$ cat src/rtl/fifo_ptr_ctrl.sv
// Pointer, occupancy and status control for a dual-port RAM FIFO whose RAM
// has a one-cycle registered read; data_valid marks the cycle data_out is good.
module fifo_ptr_ctrl #(
    parameter int PTR_SIZE  = 3,
    parameter int RAM_DEPTH = 8,
    parameter int AF_THRESH = 6,
    parameter int AE_THRESH = 2
) (
    input  logic                clk,
    input  logic                rst,
    input  logic                push,
    input  logic                pop,
    output logic                wr_enb,
    output logic                rd_enb,
    output logic [PTR_SIZE-1:0] wr_ptr,
    output logic [PTR_SIZE-1:0] rd_ptr,
    output logic [PTR_SIZE:0]   count,
    output logic                full,
    output logic                empty,
    output logic                almost_full,
    output logic                almost_empty,
    output logic                data_valid,
    output logic                overflow,
    output logic                underflow
);

    localparam logic [PTR_SIZE:0]   DEPTH_C = (PTR_SIZE+1)'(RAM_DEPTH);
    localparam logic [PTR_SIZE:0]   AF_C    = (PTR_SIZE+1)'(AF_THRESH);
    localparam logic [PTR_SIZE:0]   AE_C    = (PTR_SIZE+1)'(AE_THRESH);
    localparam logic [PTR_SIZE:0]   CNT_ONE = (PTR_SIZE+1)'(1);
    localparam logic [PTR_SIZE-1:0] PTR_ONE = PTR_SIZE'(1);

    logic [PTR_SIZE-1:0] wr_ptr_q, wr_ptr_d;
    logic [PTR_SIZE-1:0] rd_ptr_q, rd_ptr_d;
    logic [PTR_SIZE:0]   count_q, count_d;
    logic                data_valid_q, data_valid_d;
    logic                overflow_q, overflow_d;
    logic                underflow_q, underflow_d;

    // Status comes only from the registered count, never the pointer difference.
    assign full         = (count_q == DEPTH_C);
    assign empty        = (count_q == '0);
    assign almost_full  = (count_q >= AF_C);
    assign almost_empty = (count_q <= AE_C);

    assign wr_enb = push & ~full  & ~rst;
    assign rd_enb = pop  & ~empty & ~rst;

    always_comb begin
        wr_ptr_d     = wr_ptr_q;
        rd_ptr_d     = rd_ptr_q;
        count_d      = count_q;
        data_valid_d = rd_enb;
        overflow_d   = overflow_q  | (push & full);
        underflow_d  = underflow_q | (pop & empty);

        // Depth is a power of two, so natural pointer overflow gives the wrap.
        if (wr_enb) begin
            wr_ptr_d = wr_ptr_q + PTR_ONE;
        end
        if (rd_enb) begin
            rd_ptr_d = rd_ptr_q + PTR_ONE;
        end

        case ({wr_enb, rd_enb})
            2'b10:   count_d = count_q + CNT_ONE;
            2'b01:   count_d = count_q - CNT_ONE;
            default: count_d = count_q;
        endcase
    end

    always_ff @(posedge clk) begin
        if (rst) begin
            wr_ptr_q     <= '0;
            rd_ptr_q     <= '0;
            count_q      <= '0;
            data_valid_q <= 1'b0;
            overflow_q   <= 1'b0;
            underflow_q  <= 1'b0;
        end else begin
            wr_ptr_q     <= wr_ptr_d;
            rd_ptr_q     <= rd_ptr_d;
            count_q      <= count_d;
            data_valid_q <= data_valid_d;
            overflow_q   <= overflow_d;
            underflow_q  <= underflow_d;
        end
    end

    assign wr_ptr     = wr_ptr_q;
    assign rd_ptr     = rd_ptr_q;
    assign count      = count_q;
    assign data_valid = data_valid_q;
    assign overflow   = overflow_q;
    assign underflow  = underflow_q;

endmodule
$ cat config.mk
export PLATFORM = sky130hd
export DESIGN_NAME = fifo_ptr_ctrl
export DESIGN_NICKNAME = d
export VERILOG_FILES = /design/src/rtl/fifo_ptr_ctrl.sv
export SDC_FILE = /design/constraint.sdc
export NUM_CORES = 1
export LEC_CHECK = 0
export BUFFER_PORTS_ARGS = -buffer_cell sky130_fd_sc_hd__buf_2
export CAP_MARGIN = 20
export CORE_UTILIZATION = 30
export CTS_CLUSTER_DIAMETER = 80
export DETAILED_ROUTE_END_ITERATION = 10
export GPL_ROUTABILITY_DRIVEN = 0
export GPL_TIMING_DRIVEN = 0
export SLEW_MARGIN = 20
export SYNTH_ARGS = -nofsm -noshare
export SYNTH_HDL_FRONTEND = slang
export SYNTH_SLANG_ARGS = --single-unit
$ cat constraint.sdc
create_clock -name clk -period 2.4 [get_ports clk]
set_input_delay 0 -clock clk [delete_from_list [all_inputs] [get_ports clk]]
set_output_delay 0 -clock clk [all_outputs]
set_load 0.01 [all_outputs]
==> results.json, run 1 <==
{
  "start_kind": "flop",
  "clock_skew_ps": 6.57,
  "ir_drop_uv": 352,
  "crit_path_frequent_cell": "ha_4",
  "setup_ws_ps": 13.1,
  "finalMaxSlewViolations": 0,
  "drt_wl_total_mm": 1.49,
  "synthFlopType": "dfxtp_1",
  "antenna_found_initial": 0,
  "htree_num_levels": 1,
  "swShare": 0.327,
  "dp_hpwl_um": 960,
  "drc": 0,
  "crit_type": "flop to flop",
  "finalSetupViolCount": 0,
  "synthArstFlopShare": 0,
  "syn_area_um2": 646,
  "worst_pin_slew_ps": 339,
  "grt_pass1_wl_mm": 2.68,
  "vias_per_cell": 4.55,
  "syn_inst": 70,
  "path_clk_slew_ps": 90,
  "fin_area_um2": 1000,
  "first_pass_iters": 2,
  "finalHoldViolCount": 0,
  "cap_violations": 0,
  "ys_top_cells_by_count": "nor2_1 (15), dfxtp_1 (13), a21oi_1 (8), inv_1 (6)",
  "clock-sinks": 13,
  "path_buf_inv": 0,
  "grt_setup_unrepaired": "yes",
  "synth_cell_types": 22,
  "endpoint_kind": "flop",
  "port_buffers": 22,
  "max_stage_delay_ps": 550,
  "status": "finished clean",
  "areaGrowthSynthToFinish_pct": 55.2,
  "nets": 119,
  "placedCellCount": 119,
  "fin_crit_sh": 0.995,
  "overflow": 0,
  "pre_cts_slack_ps": -83.0,
  "nFillCells": 209,
  "syn_area_per_cell_um2": 9.22,
  "synth-seq-area-share": 0.403,
  "stdcell_count": 135,
  "finalPower_mw": 0.583,
  "comb_power_share": 0.324,
  "multi_input_area_um2": 433,
  "cp_cell_sequence": "or4b_4 -> nand2_4 -> or2_4 -> ha_4 -> ha_4 -> nand3_2 -> and3_4 -> or4_4 -> a21oi_2",
  "max_freq_mhz": 419,
  "seqPwrFrac": 0.433,
  "yosysMostFrequentCell": "nor2_1",
  "coreArea_um2": 2000,
  "synth_edf_count": 0,
  "clock_path_buffers": 2,
  "power_density_nw_per_um2": 581,
  "cts_buffers": 3,
  "die_h_um": 48.4,
  "ys_warn_count": 0,
  "ys_seq_elements": 13,
  "power_leakage_nw": 0.482,
  "drive_gt1_frac": 0.500,
  "worstPathMaxFanout": 4,
  "vias": 614,
  "power.internal_mw": 0.392,
  "synth_top_area_cell": "dfxtp_1",
  "postRouteAntennaNets": 0,
  "cts_tree": "done",
  "regArea_um2": 275,
  "crit_required_ps": 2620,
  "crit_arrival_ps": 2600,
  "start_util": 0.322,
  "post_dp_cell_area_um2": 826,
  "avgRoutedWirePerCell_um": 11.0,
  "grt_pass1_vias": 594,
  "hold_class": "primary input to flop",
  "p_switching_mw": 0.191,
  "synthTopCellsByArea": "dfxtp_1 (40%), ha_1 (9.7%), nor2_1 (8.7%)",
  "max-slew-margin-rel": 0.772,
  "clock_power_share": 0.242,
  "ios": 23,
  "syn_nets": 80,
  "grt_usage": 0.149,
  "insertion_delay_ps": 280,
  "diodes": 0,
  "fin_crit_ps": 2390,
  "die_area_um2": 2340,
  "synth_top_area_frac": 0.403,
  "drt-initial-drc-count": 4,
  "rows": 16,
  "die_w_um": 48.4,
  "ctsRootBufferMaster": "clkbuf_4",
  "grt_max_degree": 11,
  "crit_family": "simple AND/OR/NAND/NOR gates",
  "crit_path_top_delay_cell": "or4b_4"
}
==> cell families (layout without fill, tap and decap cells) <==
logic type | count (synthesis) | count (layout) | synth area share
and+or+nand+nor | 25 | 25 | 0.192
buffers and inverters | 7 | 45 | 0.0407
DFF | 13 | 13 | 0.403
muxes | 1 | 1 | 0.0155
xor gates and xnor gates | 6 | 6 | 0.0814
AOI/OAI and AO/OA | 12 | 12 | 0.140
adders and majority gates | 6 | 6 | 0.128
==> metal layers <==
metal  share of wire  GRT usage
met3           0.049     0.0566
met5               0          0
met4               0     0.0294
met2            0.49      0.261
met1            0.46      0.174
==> worst register-to-register path: stages, from the launching register on <==
cell     delay, ps
dfxtp_4        370
or4b_4         550
nand2_4         80
or2_4          130
ha_4           170
ha_4           160
nand3_2         70
and3_4         170
or4_4          480
a21oi_2        150
==> repair_timing <==
action / in CTS / in global routing
endpoints found under the hold margin: 5 / 0
setup endpoints to repair: 1 / 1
gates resized for setup: 5 / 10
hold buffers: 2 / 0
setup buffers: 7 / 3
pin swaps: 3 / 7
==> power by group through the flow <==
stage | registers, mW | clock network, mW | logic (mW)
after floorplan | 0.273 | 0 | 0.0862
after global placement | 0.268 | 0 | 0.139
after detailed placement | 0.268 | 0 | 0.141
after CTS | 0.254 | 0.144 | 0.178
after global routing | 0.256 | 0.160 | 0.211
final | 0.252 | 0.141 | 0.189
==> layout make-up <==
cell class	count	area share
clock buffer	3	0.0225
timing repair buffer	34	0.205
buffer	1	0.00499
sequential	13	0.275
clock inverter	1	0.00499
inverter	6	0.0225
tap	27	0.0337
multi-input combinational	50	0.432
==> final timing paths <==
| check | start | to | slack [ps] | depth (start not counted) |
|---|---|---|---|---|
| setup / recovery | count[0] | count[3] | 10 | 9 |
| hold / removal | push | wr_ptr[1] | 30 | 3 |
| setup reg to reg | count[0] | count[3] | 10 | 9 |
| hold reg to reg | overflow | overflow | 470 | 2 |
==> registers in the layout (all words and copies together), names as in the netlist <==
name and count:
count 4, rd_ptr 3, wr_ptr 3, data_valid 1, overflow 1, underflow 1
==> layout by cell type (no fill, tap or decap), drive strengths merged, types with 2 or more instances in the layout <==
cell / instances
dlygate4sd3: 2
nand3: 3
a21oi: 8
inv: 6
dfxtp: 13
clkbuf: 4
buf: 32
nand2: 2
nor2: 15
xor2: 5
ha: 5
==> through the flow <==
stage          hold WS, ps  utilization  TNS (ps)
6_report              25.2        0.501         0
3_5_place_dp           252        0.413     -83.0
5_1_grt               16.4        0.501     -51.6
2_1_floorplan         61.7            -         0
4_1_cts               18.5        0.470         0
3_3_place_gp           240        0.413     -62.8
Power figures use the tool's default switching activity.
==> run 2: changes to the inputs <==
- ABC_AREA: not set -> 1
==> run 2 against run 1 <==
  * Fmax grew 15%
  * Clock skew shrank 5.4 ps
  * Global-route usage is 2.4 points lower
  * Clock-buffer cell count rose by 1
  * Via count grew 7.2%
  * Largest power group is now combinational cells
==> results.json, run 2 <==
{
  "largest_reg_flops": 4,
  "swShare": 0.397,
  "layout_common_cells": "buf_2 (22), inv_1 (19), nand2_1 (13), dfxtp_1 (13), a21oi_1 (8)",
  "placedCellCount": 141,
  "seqPwrFrac": 0.401,
  "die_w_um": 50.6,
  "post-route-util": 0.400,
  "nets": 129,
  "post_dp_cell_area_um2": 848,
  "syn_area_um2": 708,
  "worstPathMaxFanout": 6,
  "antenna_found_initial": 0,
  "finalHoldViolCount": 0,
  "synth_edf_count": 0,
  "ys_top_cells_by_count": "inv_1 (19), dfxtp_1 (13), nand2_1 (13), a21oi_1 (8), nor2_1 (6)",
  "coreArea_um2": 2210,
  "areaGrowthSynthToFinish_pct": 24.9,
  "pre_cts_slack_ps": 326,
  "cts_resized": 0,
  "die_h_um": 50.6,
  "crit_type": "flop to flop",
  "fin_crit_sh": 0.864,
  "grt_setup_unrepaired": "no",
  "crit_family": "adder cells",
  "ys_warn_count": 0,
  "clock_power_share": 0.187,
  "grt_max_degree": 11,
  "crit_arrival_ps": 2250,
  "max_freq_mhz": 482,
  "avgRoutedWirePerCell_um": 10.4,
  "cp_cell_sequence": "nor2_1 -> nand2_2 -> nand2_4 -> nor2_1 -> ha_1 -> inv_1 -> fa_1 -> xnor2_1 -> o21ai_0 -> inv_1",
  "path_buf_inv": 2,
  "ios": 23,
  "cts_buffers": 3,
  "status": "finished clean",
  "syn_nets": 102,
  "stdcell_count": 146,
  "synthTopCellsByArea": "dfxtp_1 (37%), inv_1 (10%), ha_1 (8.8%)",
  "htree_num_levels": 1,
  "ff2ff_setup_slack_ps": 330,
  "cap_violations": 0,
  "start_kind": "flop",
  "start_util": 0.320,
  "syn_inst": 92,
  "clock_path_buffers": 2,
  "insertion_delay_ps": 270,
  "yosysMostFrequentCell": "inv_1",
  "ir_drop_uv": 444,
  "grt_pass1_vias": 578,
  "comb_power_share": 0.412,
  "fin_area_um2": 885,
  "synth_top_area_frac": 0.367,
  "finalMaxSlewViolations": 0,
  "multi_input_area_um2": 368,
  "clock-sinks": 13,
  "cts_setup_buffers": 0,
  "nFillCells": 234,
  "overflow": 0,
  "max-slew-margin-rel": 0.862,
  "syn_area_per_cell_um2": 7.70,
  "ys_seq_elements": 13,
  "diodes": 0,
  "clock_skew_ps": 1.21,
  "cts_hold_buf": 1,
  "drc": 0,
  "postRouteAntennaNets": 0,
  "worst_pin_slew_ps": 206,
  "synthFlopType": "dfxtp_1",
  "cts_tree": "done",
  "power_leakage_nw": 0.489,
  "synthArstFlopShare": 0,
  "p_switching_mw": 0.287,
  "ctsRootBufferMaster": "clkbuf_4",
  "endpoint_kind": "flop",
  "dp_hpwl_mm": 1.15,
  "path_clk_slew_ps": 80,
  "die_area_um2": 2560,
  "grt_pass1_wl_mm": 2.40,
  "power.internal_mw": 0.436,
  "power_density_nw_per_um2": 817,
  "grt_usage": 0.125,
  "hold_class": "primary input to flop",
  "finalPower_mw": 0.723,
  "rows": 17,
  "fin_setup_tns_ps": 0,
  "crit_path_top_delay_cell": "dfxtp_1",
  "synth-seq-area-share": 0.367,
  "vias_per_cell": 4.51,
  "crit_required_ps": 2570,
  "port_buffers": 21,
  "drt-initial-drc-count": 17,
  "layout_commonest_cell": "buf_2",
  "drt_wl_total_mm": 1.51,
  "synth_top_area_cell": "dfxtp_1",
  "max_stage_delay_ps": 430,
  "vias": 658,
  "fin_crit_ps": 2070,
  "regArea_um2": 260,
  "worst_hold_slack_ps": 17.3,
  "first_pass_iters": 4,
  "finalSetupViolCount": 0,
  "synth_cell_types": 21,
  "setup_ws_ps": 326,
  "drive_gt1_frac": 0.297
}
run 2: changes by cell type in the layout (fill, tap and decap cells not counted), moves of 4 or more:
cell	before	now
dfxtp_1	9	13
o21ai_0	0	5
nor2_1	14	6
nand2_1	1	13
dfxtp_4	4	0
buf_4	10	0
inv_1	6	19
run 2: routing by layer:
layer	vias up	track usage	wire (um)
met5	-	0	0
met4	0	0.0278	0
met3	0	0.0576	86
met2	20	0.200	681
met1	295	0.152	744
li1	343	-	-
run 2: cell families after synthesis:
| kind of cell | share of synthesized area |
|---|---|
| and+or+nand+nor | 0.231 |
| buffers and inverters | 0.113 |
| AOI/OAI and AO/OA | 0.134 |
| DFF | 0.367 |
| adders and majority gates | 0.117 |
| xor gates and xnor gates | 0.0371 |
run 2: layout make-up:
cell class	instances	area share
Timing Repair Buffer	22	0.130
Tap cell	28	0.0396
Clock buffer	4	0.0297
Buffer	1	0.00566
Multi-Input combinational cell	58	0.416
Inverter	20	0.0849
Sequential cell	13	0.294
run 2: power by group through the flow:
stage | Sequential [mW] | Combinational [mW] | Clock, mW
floorplan | 0.306 | 0.185 | 0
global placement | 0.291 | 0.290 | 0
detailed placement | 0.294 | 0.298 | 0
CTS | 0.289 | 0.301 | 0.144
global route | 0.293 | 0.341 | 0.146
finish | 0.290 | 0.298 | 0.135
run 2: final timing paths:
path             start         to  cells after the start
max           count[3]   count[2]                     10
min                rst  wr_ptr[2]                      2
max reg2reg   count[3]   count[2]                     10
min reg2reg  underflow  underflow                      2
run 2: worst register-to-register path, stage by stage, from the launching register on:
cell and delay (ps):
dfxtp_1 430, nor2_1 110, nand2_2 110, nand2_4 80, nor2_1 160, ha_1 250, inv_1 100, fa_1 390
xnor2_1 140, o21ai_0 160, inv_1 60
